$ cat src/rtl/alu_issue_ctrl.sv
// Sequential issue controller for the combinational ALU: request/response handshakes,
// architectural NZCV flag register, conditional commit. Optional macro: ALU_COND_EVAL_EN.
module alu_issue_ctrl #(
  parameter int unsigned N = 32
) (
  input  logic         clk,
  input  logic         rst,
  input  logic         req_valid,
  output logic         req_ready,
  input  logic [5:0]   req_op,
  input  logic [N-1:0] req_a,
  input  logic [N-1:0] req_b,
  input  logic [3:0]   req_cond,
  input  logic         req_setflags,
  output logic [N-1:0] alu_a,
  output logic [N-1:0] alu_b,
  output logic [5:0]   alu_control,
  input  logic [N-1:0] alu_result,
  input  logic         alu_n,
  input  logic         alu_z,
  input  logic         alu_c,
  input  logic         alu_v,
  output logic         rsp_valid,
  input  logic         rsp_ready,
  output logic [N-1:0] rsp_result,
  output logic [3:0]   rsp_flags,
  output logic         rsp_exec,
  output logic         rsp_illegal,
  output logic [3:0]   flags
);

  typedef enum logic [1:0] {IDLE, EXEC, RESP} state_t;

  state_t     state;
  logic [3:0] cond_q;
  logic       setflags_q;
  logic       legal;
  logic       pass;
  logic       exec;
  logic [3:0] alu_flags;

  assign req_ready = (state == IDLE) && !rst;
  assign legal     = (alu_control == 6'b000000) || (alu_control == 6'b000001);
  assign exec      = legal && pass;
  assign alu_flags = {alu_n, alu_z, alu_c, alu_v};

`ifdef ALU_COND_EVAL_EN
  logic fn, fz, fc, fv;
  assign {fn, fz, fc, fv} = flags;

  // Condition is evaluated against the flag register as it stood before this op.
  always_comb begin
    pass = 1'b0;
    unique case (cond_q)
      4'h0: pass = fz;
      4'h1: pass = !fz;
      4'h2: pass = fc;
      4'h3: pass = !fc;
      4'h4: pass = fn;
      4'h5: pass = !fn;
      4'h6: pass = fv;
      4'h7: pass = !fv;
      4'h8: pass = fc && !fz;
      4'h9: pass = !fc || fz;
      4'hA: pass = (fn == fv);
      4'hB: pass = (fn != fv);
      4'hC: pass = !fz && (fn == fv);
      4'hD: pass = fz || (fn != fv);
      4'hE: pass = 1'b1;
      4'hF: pass = 1'b0;
      default: pass = 1'b0;
    endcase
  end
`else
  logic unused_cond;
  assign unused_cond = ^cond_q;
  assign pass        = 1'b1;
`endif

  always_ff @(posedge clk) begin
    if (rst) begin
      state       <= IDLE;
      flags       <= '0;
      alu_a       <= '0;
      alu_b       <= '0;
      alu_control <= '0;
      cond_q      <= '0;
      setflags_q  <= 1'b0;
      rsp_valid   <= 1'b0;
      rsp_result  <= '0;
      rsp_flags   <= '0;
      rsp_exec    <= 1'b0;
      rsp_illegal <= 1'b0;
    end else begin
      unique case (state)
        IDLE: begin
          if (req_valid) begin
            alu_a       <= req_a;
            alu_b       <= req_b;
            alu_control <= req_op;
            cond_q      <= req_cond;
            setflags_q  <= req_setflags;
            state       <= EXEC;
          end
        end
        EXEC: begin
          rsp_valid   <= 1'b1;
          rsp_exec    <= exec;
          rsp_illegal <= !legal;
          rsp_result  <= exec ? alu_result : '0;
          // ALU flags only reach the register (and the response) on a committed op.
          if (exec && setflags_q) begin
            flags     <= alu_flags;
            rsp_flags <= alu_flags;
          end else begin
            rsp_flags <= flags;
          end
          state <= RESP;
        end
        RESP: begin
          if (rsp_ready) begin
            rsp_valid <= 1'b0;
            state     <= IDLE;
          end
        end
        default: state <= IDLE;
      endcase
    end
  end

endmodule

$ cat config.mk
export PLATFORM = sky130hd
export DESIGN_NAME = alu_issue_ctrl
export DESIGN_NICKNAME = d
export VERILOG_FILES = /design/src/rtl/alu_issue_ctrl.sv
export SDC_FILE = /design/constraint.sdc
export NUM_CORES = 1
export LEC_CHECK = 0
export ABC_AREA = 1
export CAP_MARGIN = 20
export CORE_AREA = 2 2 90 92
export DETAILED_ROUTE_END_ITERATION = 8
export DIE_AREA = 0 0 92 94
export DONT_BUFFER_PORTS = 1
export HOLD_SLACK_MARGIN = 0.12
export PLACE_DENSITY = 0.69
export RECOVER_POWER = 25
export SLEW_MARGIN = 20
export SYNTH_ARGS = -nofsm -noshare
export SYNTH_HDL_FRONTEND = slang
export SYNTH_SLANG_ARGS = --single-unit
$ cat constraint.sdc
create_clock -name clk -period 2.9 [get_ports clk]
set_clock_uncertainty 0.1 [all_clocks]
set_input_delay 0.58 -clock clk [delete_from_list [all_inputs] [get_ports clk]]
set_output_delay 0.58 -clock clk [all_outputs]
set_load 0.02 [all_outputs]
==> reports/results.tsv, run 1 <==
metric	value	unit
status	complete, no violations	
numClockSinks	112	
slew_viol_final	0	
yosysWarnings	0	
crit_family	simple AND/OR/NAND/NOR gates	
clk_pin_slew_worst_paths	100	ps
whs	181.7	ps
grt_pass1_wl	13930	um
rsz0062_at_grt	no	
hold_class	input pin to flip-flop	
wl_per_cell	14.98	um
htree_levels	3	
powerDensity	719.4	nW/um^2
first_iter_violations	109	
multi_input_area	1520	um^2
period_needed	2007	ps
worstPathRequired	3050	ps
finalHoldViolCount	0	
synth_cell_type_count	21	
drv_cap	0	
drive_above_1_share	9.237	%
place_ws	1099	ps
power.total	3.044	mW
grt_overflow	0	
clock.fmax	498.2	MHz
route.vias.total	3117	
vias_per_cell	5.195	
criticalPathCategory	flip-flop to flip-flop	
avgSynthCellArea	7.909	um^2
netlist.area_leader.share	55.16	%
cts_setup_buffers	0	
die_w	92	um
final_area	4232	um^2
cp_num_buf_inv	2	
drt_pass1_iterations	6	
power.leakage	1.635	nW
syn_to_final_growth	4.094	%
dieHeight	94	um
final.setup.tns	0	ps
nets	608	
irDropWorstVdd	322.2	uV
placed_area	4029	um^2
clkPwrFrac	30.9	%
nFillCells	728	
crit_fanout	35	
drcViolationCount	0	
start_kind	flip-flop	
cts-root-buf	clkbuf_8	
wl	8989	um
synthCells	514	
insertion_delay	350	ps
dp.cells	584	
power_frac_comb	8.2	%
fin_cells	600	
grt_max_degree	78	
syn-num-nets	629	
slowest_stage	nand2_1	
postRouteAntennaNets	0	
worst_slew_pin_slew	1100	ps
syn_area	4065	um^2
cts_tree	built	
globalplace.congestion	0.7447	
synth_seq_area_share	55.16	%
groute.usage.overall	20.16	%
final_util	55.63	%
grt_pass1_vias	2980	
design.die.area	8648	um^2
fp.coreArea	7607	um^2
hold_buffers	0	
p_int	2.165	mW
setup_viol	0	
netSwitchingPower	878.9	uW
hpwl	6437	um
antenna_found_initial	1	
start_util	53.44	%
diodes	0	
swShare	28.87	%
cp.arrival	2160	ps
fin_crit_sh	69.21	%
rows	32	
layout_setup_ws	892.9	ps
synthTopCellsByArea	dfxtp_1 (55%), nor2_1 (13%), o21ai_0 (9.0%)	
synth_top_area_cell	dfxtp_1	
cts-buffers-inserted	9	
cts_buffer_depth	2	
register_area	2242	um^2
cts_resized	0	
seq_power_share	60.9	%
cp_cell_sequence	inv_1, nand2_1, nor2_1, nand3_1, nand2_1, inv_1, nor2_1	
port_buffers	0	
postSynthRegisterBits	112	
io_pins	229	
end_kind	flip-flop	
max_stage_delay	810	ps
relSlewSlack	26.51	%
-- metal layers --
layer	vias to the layer above	global-route usage, %	share of wire (%)	wire length (um)
met5	-	0	0.14	13
met3	18	8.026	10	922
met4	2	8.582	2.2	198
met2	147	35.72	49	4412
li1	1573	-	-	-
met1	1377	21.28	38	3442
-- cells in the mapped netlist (all sizes together) --
cell type,instances
buf,25
nand3b,1
o21ai,73
dfxtp,112
inv,21
clkbuf,13
nor2,145
nand3,7
nand2,77
a31oi,1
a21oi,39
-- power by group through the flow --
| stage | Sequential, mW | Clock [mW] | Combinational (mW) |
|---|---|---|---|
| 4_1_cts | 1.86 | 0.968 | 0.255 |
| 3_3_place_gp | 1.89 | 0 | 0.245 |
| 3_5_place_dp | 1.89 | 0 | 0.255 |
| 5_1_grt | 1.87 | 1.02 | 0.299 |
| 6_report | 1.85 | 0.941 | 0.251 |
| 2_1_floorplan | 1.86 | 0 | 0.236 |
-- flip-flops by register name, summed over array words and instances, names as in the netlist --
register / count
setflags_q: 1
alu_a: 32
alu_control: 6
rsp_result: 32
state: 2
alu_b: 32
rsp_illegal: 1
rsp_exec: 1
flags: 4
rsp_valid: 1
-- worst reg2reg max path, delay by kind of cell (launching register included) --
family / cells / cell delay, ps
flip-flops: 1 / 420
AND/OR/NAND/NOR: 5 / 1230
buffers and inverters: 2 / 160
-- cells by family after synthesis --
| family | after synthesis | synth area share, % |
|---|---|---|
| flip-flops | 112 | 55.16 |
| AO/OA/AOI/OAI | 113 | 14.87 |
| buffers and inverters | 59 | 7.386 |
| AND/OR/NAND/NOR | 230 | 22.59 |
-- final timing paths --
path	from	endpoint	slack, ps	depth (start not counted)
hold reg to reg	state[1]$_SDFFE_PP0P_	rsp_valid$_SDFFE_PP0P_	430	1
setup / recovery	state[1]$_SDFFE_PP0P_	flags[2]$_SDFFE_PP0P_	890	7
setup reg to reg	state[1]$_SDFFE_PP0P_	flags[2]$_SDFFE_PP0P_	890	7
hold / removal	rst	rsp_result[21]$_SDFFE_PP0P_	180	1
-- cells in the final DEF (no fill, tap or decap) --
cell type | Yosys | routed
a21oi_1 | 29 | 29
a21oi_2 | 10 | 10
a31oi_1 | 1 | 1
buf_12 | 0 | 1
buf_4 | 7 | 5
bufinv_16 | 0 | 1
clkbuf_1 | 12 | 1
clkbuf_8 | 0 | 10
clkinv_4 | 0 | 1
clkinvlp_4 | 0 | 1
dfxtp_1 | 112 | 112
inv_1 | 17 | 19
inv_2 | 4 | 2
inv_6 | 0 | 2
nand2_1 | 66 | 67
nand2_2 | 11 | 10
nand3_1 | 6 | 6
nand3_2 | 1 | 1
nand3b_1 | 1 | 1
nor2_1 | 143 | 143
nor2_2 | 1 | 1
nor2_4 | 1 | 1
o21ai_0 | 73 | 73
-- layout make-up --
cell class                 count  area share, %
clock buffer                  11          3.341
clock inverter                 5          1.508
inverter                      21          1.863
multi-input combinational    343          35.93
sequential                   112          52.99
tap                          102          3.016
timing repair buffer           6          1.360
Power figures use the tool's default switching activity.
==> inputs of run 2 (changes only) <==
Settings changed: CORE_AREA 2 2 90 92 to 2 2 89 91, DIE_AREA 0 0 92 94 to 0 0 91 93, PLACE_DENSITY 0.69 to 0.71.
Clock period 2.9 ns to 2 ns, I/O delays scaled along.
==> reports/results.tsv, run 2 (same netlist as run 1, synthesis figures left out) <==
metric	value	unit	change
antenna_found_initial	1		unchanged
hold_class	input pin to flip-flop		
diodes	0		unchanged
status	complete, no violations		
worstPathRequired	2200	ps	-850 ps
fin_crit_sh	96.35	%	+27 points
syn_to_final_growth	27.85	%	
layout_common_cells	nor2_1 (143), dfxtp_1 (109), dlygate4sd3_1 (90), o21ai_0 (73), nand2_1 (66)		
whs_path_depth	2		+1
port_buffers	0		unchanged
globalplace.congestion	0.7961		+6.9%
postRouteAntennaNets	0		unchanged
fp.coreArea	7527	um^2	-1.1%
r2r_slack	70	ps	-820 ps
clk_pin_slew_worst_paths	100	ps	about the same
reg2reg_depth	7		unchanged
groute.usage.overall	25.44	%	+5.3 points
r2r-end	rsp_result[17]$_SDFFE_PP0P_		
place_ws	503.4	ps	-595.4 ps
wl_per_cell	16.07	um	+7.2%
finalHoldViolCount	0		unchanged
route.vias.total	3648		+17%
dieHeight	93	um	-1.1%
hpwl	6631	um	+3.0%
die_w	91	um	-1.1%
period_needed	1927	ps	-80.03 ps
setup_viol	0		unchanged
irDropWorstVdd	565.5	uV	+75%
clock.fmax	518.9	MHz	+4.2%
io_pins	229		unchanged
vias_per_cell	5.234		+0.75%
nets	705		+16%
end_kind	flip-flop		
grt_pass1_vias	3694		+24%
powerDensity	864.2	nW/um^2	+20%
cp_cell_sequence	inv_1, nand3_1, nor2_4, buf_12, nand2_2, a21oi_2, dlygate4sd3_1		
crit_fanout	11		-69%
cts_setup_buffers	0		unchanged
first_iter_violations	149		+37%
numClockSinks	112		unchanged
drt_pass1_iterations	4		-2
drcViolationCount	0		unchanged
cts_buffer_depth	2		unchanged
layout_commonest_cell	nor2_1		
layout_setup_ws	72.92	ps	-820.0 ps
slowest_stage	dlygate4sd3_1		
relSlewSlack	66.92	%	+40 points
power.total	4.492	mW	+48%
grt_max_degree	36		-54%
cp_num_buf_inv	3		+1
worstHoldEndpoint	alu_a[19]$_SDFFE_PP0P_		
design.die.area	8463	um^2	-2.1%
worst_slew_pin_slew	496.2	ps	-603.4 ps
rows	32		unchanged
r2r-start	alu_control[2]$_SDFFE_PP0P_		
grt_pass1_wl	17240	um	+24%
worstHoldStart	req_a[19]		
cp.arrival	2120	ps	-40 ps
power.leakage	2.041	nW	+25%
htree_levels	3		unchanged
cts-root-buf	clkbuf_8		
grt_overflow	0		unchanged
cts-buffers-inserted	9		unchanged
drive_above_1_share	9.580	%	+0.34 points
reg.largest.list	alu_a x32, alu_b x32, rsp_result x32		
crit_family	buffers and inverters		
nFillCells	591		-19%
cts_tree	built		
max_stage_delay	570	ps	-240 ps
drv_cap	0		unchanged
final.setup.tns	0	ps	unchanged
start_kind	flip-flop		
slew_viol_final	0		unchanged
insertion_delay	350	ps	about the same
wl	11200	um	+25%
criticalPathCategory	flip-flop to flip-flop		
start_util	54.01	%	+0.57 points
## run 2: through the flow
stage / instance area, um^2 / instances / hold slack, ps / utilization, %
detailed placement: 4054 / 589 / 367.1 / 53.86
CTS: 5145 / 695 / 120.2 / 68.35
global route: 5197 / 697 / 120.1 / 69.05
finish: 5197 / 697 / 135.4 / 69.05
global placement: 4054 / 589 / 366.9 / 53.86
floorplan: 4065 / 514 / 394.6 / -
## run 2: cell type report
type	instances	area, um^2	share of cell area, %
multi-input combinational	343	1528	29.39
clock buffer	11	141.4	2.720
clock inverter	5	38.79	0.7463
sequential	112	2246	43.21
tap	102	127.6	2.455
timing repair buffer	103	1037	19.96
inverter	21	78.83	1.517
## run 2: what timing repair did
item / CTS / global route
gates resized for setup: 0 / 8
endpoints found under the hold margin: 92 / 1
setup endpoints to repair: 0 / 1
hold buffers: 90 / 1
## run 2: where the power goes
group	switching, mW	total, mW	internal, mW
clock network	0.738	1.24	0.498
logic	0.307	0.565	0.259
registers	0.302	2.69	2.39
## run 2: how the worst max path moves through the flow
stage / startpoint / end / slack, ps / cells past startpoint
2_1_floorplan: rst / req_ready / 440 / 3
3_3_place_gp: state[0]$_SDFFE_PP0P_ / alu_a[17]$_SDFFE_PP0P_ / 570 / 5
3_5_place_dp: alu_control[3]$_SDFFE_PP0P_ / rsp_result[26]$_SDFFE_PP0P_ / 500 / 6
4_1_cts: alu_control[3]$_SDFFE_PP0P_ / rsp_result[17]$_SDFFE_PP0P_ / 20 / 7
5_1_grt: alu_control[2]$_SDFFE_PP0P_ / rsp_result[17]$_SDFFE_PP0P_ / -4 / 7
6_report: alu_control[2]$_SDFFE_PP0P_ / rsp_result[17]$_SDFFE_PP0P_ / 70 / 7
## run 2: routing by layer
metal / global-route usage, % / vias to the layer above / part of all wire [%]
met4: 13.38 / 2 / 2.7
li1: - / 1772 / -
met1: 26.25 / 1662 / 37
met2: 45.99 / 180 / 52
met3: 8.219 / 32 / 8.3
met5: 0 / - / 0.071
